### src/rtl/i2c_target_regif_if.sv
// Register-port bundle between the I2C target and the register file behind it.
//   master : the I2C target. It drives the pointer, the write strobe and data,
//            and the read strobe, and it takes the read data back.
//   slave  : the register file. It returns REG_RDATA one CLK after REG_RDEN.
interface i2c_target_regif_if;
  logic [7:0] REG_ADDR;
  logic       REG_WREN;
  logic [7:0] REG_WDATA;
  logic       REG_RDEN;
  logic [7:0] REG_RDATA;

  modport master (
    output REG_ADDR,
    output REG_WREN,
    output REG_WDATA,
    output REG_RDEN,
    input  REG_RDATA
  );

  modport slave (
    input  REG_ADDR,
    input  REG_WREN,
    input  REG_WDATA,
    input  REG_RDEN,
    output REG_RDATA
  );
endinterface

### src/rtl/i2c_target_regif.sv
// I2C target responder with a byte-addressed register-port back end.
// It decodes START and STOP, matches a 7-bit address, and ACKs every byte.
// The first write byte after the address loads the register pointer.
// Each later write byte produces a write strobe. Read bytes are fetched
// through read strobes.
//
// Ports
//   CLK, RESET_N  system clock, asynchronous active-low reset
//   EN            target enable; 0 forces IDLE and releases SDA
//   SLAVE_ADDR    own 7-bit address
//   SCL_I, SDA_I  asynchronous bus levels
//   SDA_OE        1 pulls SDA low (open drain)
//   BUSY          FSM not in IDLE
//   reg_port      register port (REG_ADDR/WREN/WDATA/RDEN/RDATA)
//
// state    | meaning
// ---------+-----------------------------------------------------------
// IDLE     | not addressed; waits for START
// ADDR     | shifting in the address byte and the R/W bit
// ADDR_ACK | driving the ACK for our address
// WR_BYTE  | shifting in a write byte (pointer or data)
// WR_ACK   | driving the ACK for a write byte
// RD_BYTE  | shifting out a read byte
// RD_ACK   | sampling the master ACK/NACK after a read byte
module i2c_target_regif #(
  parameter int P_SYNC = 2
) (
  input  logic       CLK,
  input  logic       RESET_N,
  input  logic       EN,
  input  logic [6:0] SLAVE_ADDR,
  input  logic       SCL_I,
  input  logic       SDA_I,
  output logic       SDA_OE,
  output logic       BUSY,
  i2c_target_regif_if.master reg_port
);

  typedef enum logic [2:0] {
    IDLE, ADDR, ADDR_ACK, WR_BYTE, WR_ACK, RD_BYTE, RD_ACK
  } state_t;

  // Input conditioning: synchronizer chain, then one delay flop for edges.
  logic [P_SYNC-1:0] scl_sync, sda_sync;
  logic scl_s, sda_s, scl_d, sda_d;
  logic scl_rise, scl_fall, start_det, stop_det;

  always_ff @(posedge CLK or negedge RESET_N) begin
    if (!RESET_N) begin
      scl_sync <= '1;
      sda_sync <= '1;
      scl_d    <= 1'b1;
      sda_d    <= 1'b1;
    end else begin
      scl_sync <= {scl_sync[P_SYNC-2:0], SCL_I};
      sda_sync <= {sda_sync[P_SYNC-2:0], SDA_I};
      scl_d    <= scl_s;
      sda_d    <= sda_s;
    end
  end

  assign scl_s     = scl_sync[P_SYNC-1];
  assign sda_s     = sda_sync[P_SYNC-1];
  assign scl_rise  = scl_s & ~scl_d;
  assign scl_fall  = ~scl_s & scl_d;
  // SCL must be high both before and after the SDA edge to qualify.
  assign start_det = scl_s & scl_d & sda_d & ~sda_s;
  assign stop_det  = scl_s & scl_d & ~sda_d & sda_s;

  state_t     state, state_nx;
  logic [2:0] bit_cnt, bit_cnt_nx;
  // Holds the first seven bits. The eighth bit is taken straight from the
  // line on the final rise.
  logic [6:0] rx_sr, rx_sr_nx;
  logic [7:0] tx_sr, tx_sr_nx;
  logic [7:0] ptr, ptr_nx;
  logic       ptr_loaded, ptr_loaded_nx;
  logic       rw, rw_nx;
  // Set on the rising edge inside an ACK bit. The next fall ends that ACK bit.
  logic       ack_seen, ack_seen_nx;
  logic       sda_oe_q, sda_oe_nx;
  logic       rd_load, rd_load_nx;
  logic [7:0] reg_addr_q, reg_addr_nx;
  logic       wren_q, wren_nx;
  logic [7:0] wdata_q, wdata_nx;
  logic       rden_q, rden_nx;
  logic [7:0] rx_byte;

  assign rx_byte = {rx_sr, sda_s};

  always_ff @(posedge CLK or negedge RESET_N) begin
    if (!RESET_N) begin
      state      <= IDLE;
      bit_cnt    <= 3'd0;
      rx_sr      <= 7'd0;
      tx_sr      <= 8'd0;
      ptr        <= 8'd0;
      ptr_loaded <= 1'b0;
      rw         <= 1'b0;
      ack_seen   <= 1'b0;
      sda_oe_q   <= 1'b0;
      rd_load    <= 1'b0;
      reg_addr_q <= 8'd0;
      wren_q     <= 1'b0;
      wdata_q    <= 8'd0;
      rden_q     <= 1'b0;
    end else begin
      state      <= state_nx;
      bit_cnt    <= bit_cnt_nx;
      rx_sr      <= rx_sr_nx;
      tx_sr      <= tx_sr_nx;
      ptr        <= ptr_nx;
      ptr_loaded <= ptr_loaded_nx;
      rw         <= rw_nx;
      ack_seen   <= ack_seen_nx;
      sda_oe_q   <= sda_oe_nx;
      rd_load    <= rd_load_nx;
      reg_addr_q <= reg_addr_nx;
      wren_q     <= wren_nx;
      wdata_q    <= wdata_nx;
      rden_q     <= rden_nx;
    end
  end

  always_comb begin
    state_nx      = state;
    bit_cnt_nx    = bit_cnt;
    rx_sr_nx      = rx_sr;
    tx_sr_nx      = tx_sr;
    ptr_nx        = ptr;
    ptr_loaded_nx = ptr_loaded;
    rw_nx         = rw;
    ack_seen_nx   = ack_seen;
    sda_oe_nx     = sda_oe_q;
    reg_addr_nx   = reg_addr_q;
    wdata_nx      = wdata_q;
    wren_nx       = 1'b0;
    rden_nx       = 1'b0;
    rd_load_nx    = rden_q;

    // Read data is taken the cycle after the strobe. The pointer then advances.
    if (rd_load) begin
      tx_sr_nx = reg_port.REG_RDATA;
      ptr_nx   = ptr + 8'd1;
    end

    if (!EN) begin
      state_nx  = IDLE;
      sda_oe_nx = 1'b0;
    end else if (start_det) begin
      state_nx      = ADDR;
      bit_cnt_nx    = 3'd0;
      sda_oe_nx     = 1'b0;
      ack_seen_nx   = 1'b0;
      ptr_loaded_nx = 1'b0;
    end else if (stop_det) begin
      state_nx  = IDLE;
      sda_oe_nx = 1'b0;
    end else begin
      case (state)
        IDLE: ;

        ADDR: begin
          if (scl_rise) begin
            rx_sr_nx   = rx_byte[6:0];
            bit_cnt_nx = bit_cnt + 3'd1;
            if (bit_cnt == 3'd7) begin
              if (rx_byte[7:1] == SLAVE_ADDR) begin
                state_nx    = ADDR_ACK;
                rw_nx       = rx_byte[0];
                ack_seen_nx = 1'b0;
              end else begin
                state_nx = IDLE;
              end
            end
          end
        end

        ADDR_ACK: begin
          if (scl_fall) begin
            if (!ack_seen) begin
              sda_oe_nx = 1'b1;
            end else begin
              bit_cnt_nx = 3'd0;
              if (rw) begin
                state_nx  = RD_BYTE;
                sda_oe_nx = ~tx_sr[7];
                tx_sr_nx  = {tx_sr[6:0], 1'b0};
              end else begin
                state_nx  = WR_BYTE;
                sda_oe_nx = 1'b0;
              end
            end
          end else if (scl_rise) begin
            ack_seen_nx = 1'b1;
            if (rw) begin
              rden_nx     = 1'b1;
              reg_addr_nx = ptr;
            end
          end
        end

        WR_BYTE: begin
          if (scl_rise) begin
            rx_sr_nx   = rx_byte[6:0];
            bit_cnt_nx = bit_cnt + 3'd1;
            if (bit_cnt == 3'd7) begin
              state_nx    = WR_ACK;
              ack_seen_nx = 1'b0;
              if (ptr_loaded) begin
                wren_nx     = 1'b1;
                reg_addr_nx = ptr;
                wdata_nx    = rx_byte;
                ptr_nx      = ptr + 8'd1;
              end else begin
                ptr_nx        = rx_byte;
                ptr_loaded_nx = 1'b1;
              end
            end
          end
        end

        WR_ACK: begin
          if (scl_fall) begin
            if (!ack_seen) begin
              sda_oe_nx = 1'b1;
            end else begin
              state_nx   = WR_BYTE;
              sda_oe_nx  = 1'b0;
              bit_cnt_nx = 3'd0;
            end
          end else if (scl_rise) begin
            ack_seen_nx = 1'b1;
          end
        end

        RD_BYTE: begin
          if (scl_fall) begin
            if (bit_cnt == 3'd7) begin
              state_nx    = RD_ACK;
              sda_oe_nx   = 1'b0;
              ack_seen_nx = 1'b0;
            end else begin
              sda_oe_nx  = ~tx_sr[7];
              tx_sr_nx   = {tx_sr[6:0], 1'b0};
              bit_cnt_nx = bit_cnt + 3'd1;
            end
          end
        end

        RD_ACK: begin
          if (scl_rise) begin
            if (!sda_s) begin
              ack_seen_nx = 1'b1;
              rden_nx     = 1'b1;
              reg_addr_nx = ptr;
            end else begin
              state_nx = IDLE;
            end
          end else if (scl_fall && ack_seen) begin
            // The fall that ends the master ACK puts out the next MSB.
            state_nx   = RD_BYTE;
            sda_oe_nx  = ~tx_sr[7];
            tx_sr_nx   = {tx_sr[6:0], 1'b0};
            bit_cnt_nx = 3'd0;
          end
        end

        default: state_nx = IDLE;
      endcase
    end
  end

  assign SDA_OE             = sda_oe_q;
  assign BUSY               = (state != IDLE);
  assign reg_port.REG_ADDR  = reg_addr_q;
  assign reg_port.REG_WREN  = wren_q;
  assign reg_port.REG_WDATA = wdata_q;
  assign reg_port.REG_RDEN  = rden_q;

endmodule
### src/flat_wrapper.sv
// flat-port wrapper written by rule: the top's interface ports become plain ports
module i2c_target_regif_flat 
#(
  parameter int P_SYNC = 2
)
  (CLK, RESET_N, EN, SLAVE_ADDR, SCL_I, SDA_I, SDA_OE, BUSY, reg_port_REG_ADDR, reg_port_REG_WREN, reg_port_REG_WDATA, reg_port_REG_RDEN, reg_port_REG_RDATA);
  i2c_target_regif_if reg_port_i ();
  input  logic CLK;
  input  logic RESET_N;
  input  logic EN;
  input  logic [6:0] SLAVE_ADDR;
  input  logic SCL_I;
  input  logic SDA_I;
  output logic SDA_OE;
  output logic BUSY;
  output wire logic [$bits(reg_port_i.REG_ADDR)-1:0] reg_port_REG_ADDR;
  output wire logic [$bits(reg_port_i.REG_WREN)-1:0] reg_port_REG_WREN;
  output wire logic [$bits(reg_port_i.REG_WDATA)-1:0] reg_port_REG_WDATA;
  output wire logic [$bits(reg_port_i.REG_RDEN)-1:0] reg_port_REG_RDEN;
  input wire logic [$bits(reg_port_i.REG_RDATA)-1:0] reg_port_REG_RDATA;
  assign reg_port_REG_ADDR = reg_port_i.REG_ADDR;
  assign reg_port_REG_WREN = reg_port_i.REG_WREN;
  assign reg_port_REG_WDATA = reg_port_i.REG_WDATA;
  assign reg_port_REG_RDEN = reg_port_i.REG_RDEN;
  assign reg_port_i.REG_RDATA = reg_port_REG_RDATA;
  i2c_target_regif #(.P_SYNC(P_SYNC)) u_core (.CLK(CLK), .RESET_N(RESET_N), .EN(EN), .SLAVE_ADDR(SLAVE_ADDR), .SCL_I(SCL_I), .SDA_I(SDA_I), .SDA_OE(SDA_OE), .BUSY(BUSY), .reg_port(reg_port_i));
endmodule
### config.mk
export PLATFORM = sky130hd
export DESIGN_NAME = i2c_target_regif_flat
export DESIGN_NICKNAME = d
export VERILOG_FILES = /design/src/rtl/i2c_target_regif_if.sv /design/src/rtl/i2c_target_regif.sv /design/src/flat_wrapper.sv
export SDC_FILE = /design/constraint.sdc
export NUM_CORES = 1
export LEC_CHECK = 0
export ABC_AREA = 1
export BUFFER_PORTS_ARGS = -buffer_cell sky130_fd_sc_hd__buf_4
export CAP_MARGIN = 20
export CORE_MARGIN = 2
export CORE_UTILIZATION = 55
export CTS_BUF_LIST = sky130_fd_sc_hd__clkbuf_16
export DETAILED_ROUTE_END_ITERATION = 10
export MAX_ROUTING_LAYER = met4
export PLACE_DENSITY_LB_ADDON = 0.2
export SYNTH_ARGS = -nofsm -noshare
export SYNTH_HDL_FRONTEND = slang
export SYNTH_SLANG_ARGS = --single-unit
### constraint.sdc
create_clock -name CLK -period 1.85 [get_ports CLK]
set_input_delay 0.185 -clock CLK [delete_from_list [all_inputs] [get_ports CLK]]
set_output_delay 0.185 -clock CLK [all_outputs]
set_load 0.03 [all_outputs]
**After elaboration in Yosys (flattened, before gate mapping)**

Cells that the tools add are included.

- Flip-flop bits (word level): 58
- Bits of input ports: 20
- Output and inout port bits: 20
- Logic and storage cells: 207

- Add/sub/neg operators: 2
- Equality and inequality tests: 48
- Multiplexer cells: 105
- Bitwise operators: 14
- Reductions and logical operators: 20

Operator list:

| cell | count |
|---|---|
| 8-bit two-way mux | 27 |
| 3-bit two-way mux | 26 |
| 5-bit by 2-bit inequality test with 1-bit output, second input constant | 11 |
| 8-bit case mux with 3 select lines | 2 |
| 1-bit two-way mux | 44 |
| 3-bit by 1-bit inequality test with 1-bit output, second input constant | 11 |
| 12-bit AND reduction | 2 |
| 3-bit case mux with 7 select lines | 1 |
| 2-bit by 1-bit inequality test with 1-bit output, second input constant | 7 |
| 7-bit AND reduction | 2 |
| 13-bit AND reduction | 1 |
| 3-bit equality test, second input constant | 4 |
| 3-bit case mux with 4 select lines | 1 |
| 10-bit AND reduction | 1 |
| 5-bit AND reduction | 2 |
| 3-bit inequality test, second input constant | 3 |
| 8-bit by 1-bit adder with 8-bit output, second input constant | 1 |
| 1-bit bitwise AND | 7 |
| 7-bit equality test | 1 |
| 7-bit by 1-bit inequality test with 1-bit output, second input constant | 1 |
| 1-bit inverter | 7 |
| 3-bit by 2-bit equality test with 1-bit output, second input constant | 2 |
| 6-bit by 2-bit inequality test with 1-bit output, second input constant | 1 |
| 6-bit by 5-bit inequality test with 1-bit output, second input constant | 1 |
| 18 further kinds | 23 |

**Logic depth before layout (Yosys ltp)**

- Word-level depth: 9
- Mapped depth: 11
- Mapped depth without buffers: 10

**Worst setup path before layout**

OpenSTA, ideal clock, no wires.

- Path kind: register -> register
- From: reg u_core.scl_sync[1]
- To: reg u_core.wdata_q[5], in the netlist u_core.reg_port.REG_WDATA[5]
- Setup time: 119 ps
- Arrival: 1512 ps
- Required time: 1731 ps
- Slack: 219 ps
- Stages on the path, launching flop included: 11
- Clock period less this slack: 1631 ps
- Cell sequence: dfstp_2 > inv_2 > nor2_2 > nand2_1 > nor3_4 > inv_2 > nor2_4 > inv_2 > buf_6 > nand2_1 > o21ai_2

- Longest elaborated chain between the ends: 5

RTL lines:

| what | RTL line | source |
|---|---|---|
| start, declared | i2c_target_regif.sv:44 | `logic [P_SYNC-1:0] scl_sync, sda_sync;` |
| start signal, assigned | i2c_target_regif.sv:55 | `scl_sync <= {scl_sync[P_SYNC-2:0], SCL_I};` |
| 1-bit bitwise AND | i2c_target_regif.sv:67, i2c_target_regif.sv:68 |  |
| 1-bit bitwise AND, on equally long branches (2 in a row) | i2c_target_regif.sv:67, i2c_target_regif.sv:68 |  |
| 1-bit inverter (no line) | -- |  |
| 7-bit AND reduction (no line) (*) | -- |  |
| end signal, assigned | i2c_target_regif.sv:120 | `wdata_q <= wdata_nx;` |
| end, declared | i2c_target_regif.sv:85 | `logic [7:0] wdata_q, wdata_nx;` |

Every way passes the cells marked *; elsewhere a longest branch is shown, timed or not.
A chain may end at the register's enable or synchronous reset.

**Worst setup path after layout**

- From: reg u_core.bit_cnt[0]
- To: reg u_core.tx_sr[2]

- Longest elaborated chain between the ends: 7

RTL lines:

| what | RTL line | source |
|---|---|---|
| start, declared | i2c_target_regif.sv:71 | `logic [2:0] bit_cnt, bit_cnt_nx;` |
| start signal, assigned | i2c_target_regif.sv:109 | `bit_cnt <= bit_cnt_nx;` |
| 3-bit equality test | i2c_target_regif.sv:239 | `if (bit_cnt == 3'd7) begin` |
| 8-bit two-way mux | i2c_target_regif.sv:239 |  |
| 8-bit two-way mux | i2c_target_regif.sv:238 | `if (scl_fall) begin` |
| 8-bit case mux with 3 select lines | i2c_target_regif.sv:160 | `case (state)` |
| 8-bit two-way mux | i2c_target_regif.sv:156 | `end else if (stop_det) begin` |
| 8-bit two-way mux | i2c_target_regif.sv:150 | `end else if (start_det) begin` |
| 8-bit two-way mux | i2c_target_regif.sv:147 | `if (!EN) begin` |
| via u_core.tx_sr_nx[2] | i2c_target_regif.sv:75 | `logic [7:0] tx_sr, tx_sr_nx;` |
| end signal, assigned | i2c_target_regif.sv:111 | `tx_sr <= tx_sr_nx;` |
| end, declared | i2c_target_regif.sv:75 |  |

The timed path passes the listed nets, and every way through them passes these cells.

==> reports/metrics.yaml <==
finalNonFillerCells: 556
synthDistinctLibCells: 34
dieArea_mm2: 0.006515
synth_top_family_by_area: "simple AND/OR/NAND/NOR gates"
route.detailed.drc: 0
vias_per_cell: 5.250
outcome: "finished clean"
grt_pass1_wl_um: 12940
yosysMostFrequentCell: "nand2_1"
maxCapViolations: 0
totalWireLength_um: 7796
avgSynthCellArea_um2: 7.652
leakagePower_nw: 2.086
final_core_util: 0.7144
ioPinCount: 40
power.density_mw_per_mm2: 873.6
wl_met1_um: 3716
synthTopCellsByArea: "dfrtp_1 40%, nand2_1 15%, o21ai_0 5.9%"
die_w_um: 80.72
ant_nets: 0
hp-start: "EN"
arrival_ps: 1980
hpwl_um: 5641
synth-seq-cells: 58
muxShareOfSynthArea: 0
hold_path_class: "in -> reg"
cts_tree: "built"
cts_max_level: 3
drtIter0Drc: 175
clkTransAtPathRegs_ps: 50
topRoutingLayerUsed: "met4"
synth-edff-count: 0
fin_skew_ps: 7.511
finalSetupViolations: 0
rows: 27
worstPathRequired_ps: 2060
path_class: "reg -> reg"
holdPathStages: 2
syn_inst: 423
end_kind: "flip-flop"
synth_compound_area_frac: 0.1508
grt_pass1_vias: 2754
slew_violations: 0
clock-sinks: 58
fmax_mhz: 563.4
reg2reg_depth: 8
initial_utilization: 0.5772
vias: 2919
synthFlopType: "dfrtp_1"
numCtsBuffers: 9
synthAdderAreaFrac: 0.01546
wl_per_cell_um: 14.02
drive_gt1_frac: 0.2190
synthToLayoutAreaGrowth_pct: 23.77
wl_met2_um: 3577
antenna_found_initial: 0
finalHoldViolations: 0
postSynth.asyncResetShare: 1.000
setup_slack_ps: 74.95
rr_endpoint: "u_core.tx_sr[2]"
clk-insertion-delay-late_ps: 330
postCtsSetupBuffers: 0
cts_buffer_depth: 2
syn-cell-area_mm2: 0.003237
worst_slew_pin_slew_ps: 731.3
fin_crit_sh: 0.9595
synth_common_cells: "127 x nand2_1, 52 x dfrtp_1, 45 x inv_1"
rr_startpoint: "u_core.bit_cnt[0]"
whs_ps: 108.6
core_mm2: 0.005608
min_period_ps: 1775
yosys_warnings: 0
yosysTopAreaCell: "dfrtp_1"
wl_met3_um: 375
ir_drop_v: 0.0005106
nets: 503
drt-pass1-iter-count: 4
relSlewSlack: 0.5125
diodes: 0
min_to: "u_core.ptr_loaded"
yosys.area_share.simple: 0.2733
rsz0062_at_grt: "false"
ys_seq_area_frac: 0.4507
reg2reg_setup_slack_ps: 70
chipHeight_um: 80.72
root_buffer: "clkbuf_16"
grt_usage: 0.2735
grt_max_degree: 59
synth_xor_area_frac: 0.02435
synth.top_cell.area_share: 0.4020
grt_overflow: 0
dpl.cell_count: 537
numPortBuffers: 39
critPathLaunchType: "flip-flop"
place_ws_ps: -13.17
path_max_fanout: 14
globalplace.congestion: 0.8944
synth_nets: 447
-- state kept, by name, indices dropped and copies added (netlist names), 2 cells and up --
signal	count
u_core.ptr	8
u_core.sda_sync	2
u_core.state	3
u_core.reg_port.REG_WDATA	8
u_core.bit_cnt	3
u_core.tx_sr	8
u_core.rx_sr	7
u_core.scl_sync	2
u_core.reg_port.REG_ADDR	8
-- stage by stage --
step	TNS (ps)	total power [mW]	instance area (um2)
2_1_floorplan	0	1.638	3237
3_3_place_gp	0	1.783	3650
3_5_place_dp	-22.98	1.791	3650
4_1_cts	0	3.532	3996
5_1_grt	0	3.658	4006
6_report	0	3.500	4006
-- cells in the final DEF (no fill, tap or decap), types with 2 or more instances in the layout --
cell type / netlist / final
nand2_1: 127 / 127
buf_4: 2 / 53
dfrtp_1: 52 / 52
inv_1: 45 / 44
o21ai_0: 38 / 35
nor2_1: 32 / 31
nand3_1: 24 / 23
a21oi_1: 20 / 20
o21ai_2: 16 / 16
nand4_1: 9 / 9
clkbuf_16: 0 / 9
o21ai_1: 4 / 7
xor2_1: 6 / 6
dfstp_2: 6 / 6
clkinv_1: 2 / 5
inv_2: 5 / 5
nor3_1: 4 / 4
ha_1: 4 / 4
nor2_4: 3 / 3
xnor2_1: 3 / 3
dlygate4sd3_1: 0 / 3
inv_4: 1 / 2
nor2_2: 1 / 2
bufinv_16: 0 / 2
-- power by group --
| group | internal, mW | total (mW) | leakage [nW] | switching, mW |
|---|---|---|---|---|
| clock | 1.16 | 1.72 | 0.148 | 0.564 |
| combinational | 0.146 | 0.367 | 1.26 | 0.221 |
| sequential | 1.35 | 1.41 | 0.682 | 0.0614 |
| total | 2.65 | 3.50 | 2.09 | 0.846 |
-- metal layers --
| metal | up-vias | GRT usage |
|---|---|---|
| met5 | - | - |
| met4 | 0 | 0.09831 |
| met2 | 90 | 0.4075 |
| met3 | 13 | 0.05955 |
| li1 | 1480 | - |
| met1 | 1336 | 0.3693 |
-- what timing repair did --
action                                  in CTS  in global routing
hold buffers                                 3                  0
resized for setup                            2                  7
endpoints found under the setup margin       7                 29
hold endpoints to repair                    54                  0
-- worst max-delay path by stage --
stage	startpoint	to	slack (ps)	cells past startpoint
2_1_floorplan	u_core.scl_sync[1]	u_core.reg_port.REG_WDATA[5]	220	10
3_3_place_gp	u_core.bit_cnt[0]	u_core.tx_sr[3]	40	7
3_5_place_dp	u_core.bit_cnt[0]	u_core.tx_sr[3]	-10	8
4_1_cts	u_core.bit_cnt[0]	u_core.reg_port.REG_ADDR[7]	20	8
5_1_grt	u_core.sda_sync[1]	u_core.state[2]	2	11
6_report	u_core.bit_cnt[0]	u_core.tx_sr[2]	70	8
-- worst max-delay path, stage by stage (launching register included) --
cell	delay, ps
dfrtp_1	390
ha_1	230
ha_1	280
inv_2	130
nand4_1	130
nand2_1	160
nand3_4	170
nand2_1	110
o21ai_0	70
-- cell type report --
class,instances,area (um2)
fill,465,1602
clock inverter,7,83.83
tap,72,90.09
sequential,58,1459
clock buffer,9,225.2
inverter,53,203.9
timing repair buffer,56,427.9
multi-input combinational,301,1516
-- kinds of logic (layout without fill, tap and decap cells) --
| logic type | count (synthesis) | count (layout) |
|---|---|---|
| AOI/OAI and AO/OA | 83 | 83 |
| adders and majority gates | 4 | 4 |
| buffers and inverters | 64 | 125 |
| and+or+nand+nor | 205 | 205 |
| DFF | 58 | 58 |
| xor gates and xnor gates | 9 | 9 |
No activity file was read; power rests on OpenSTA's default activity.
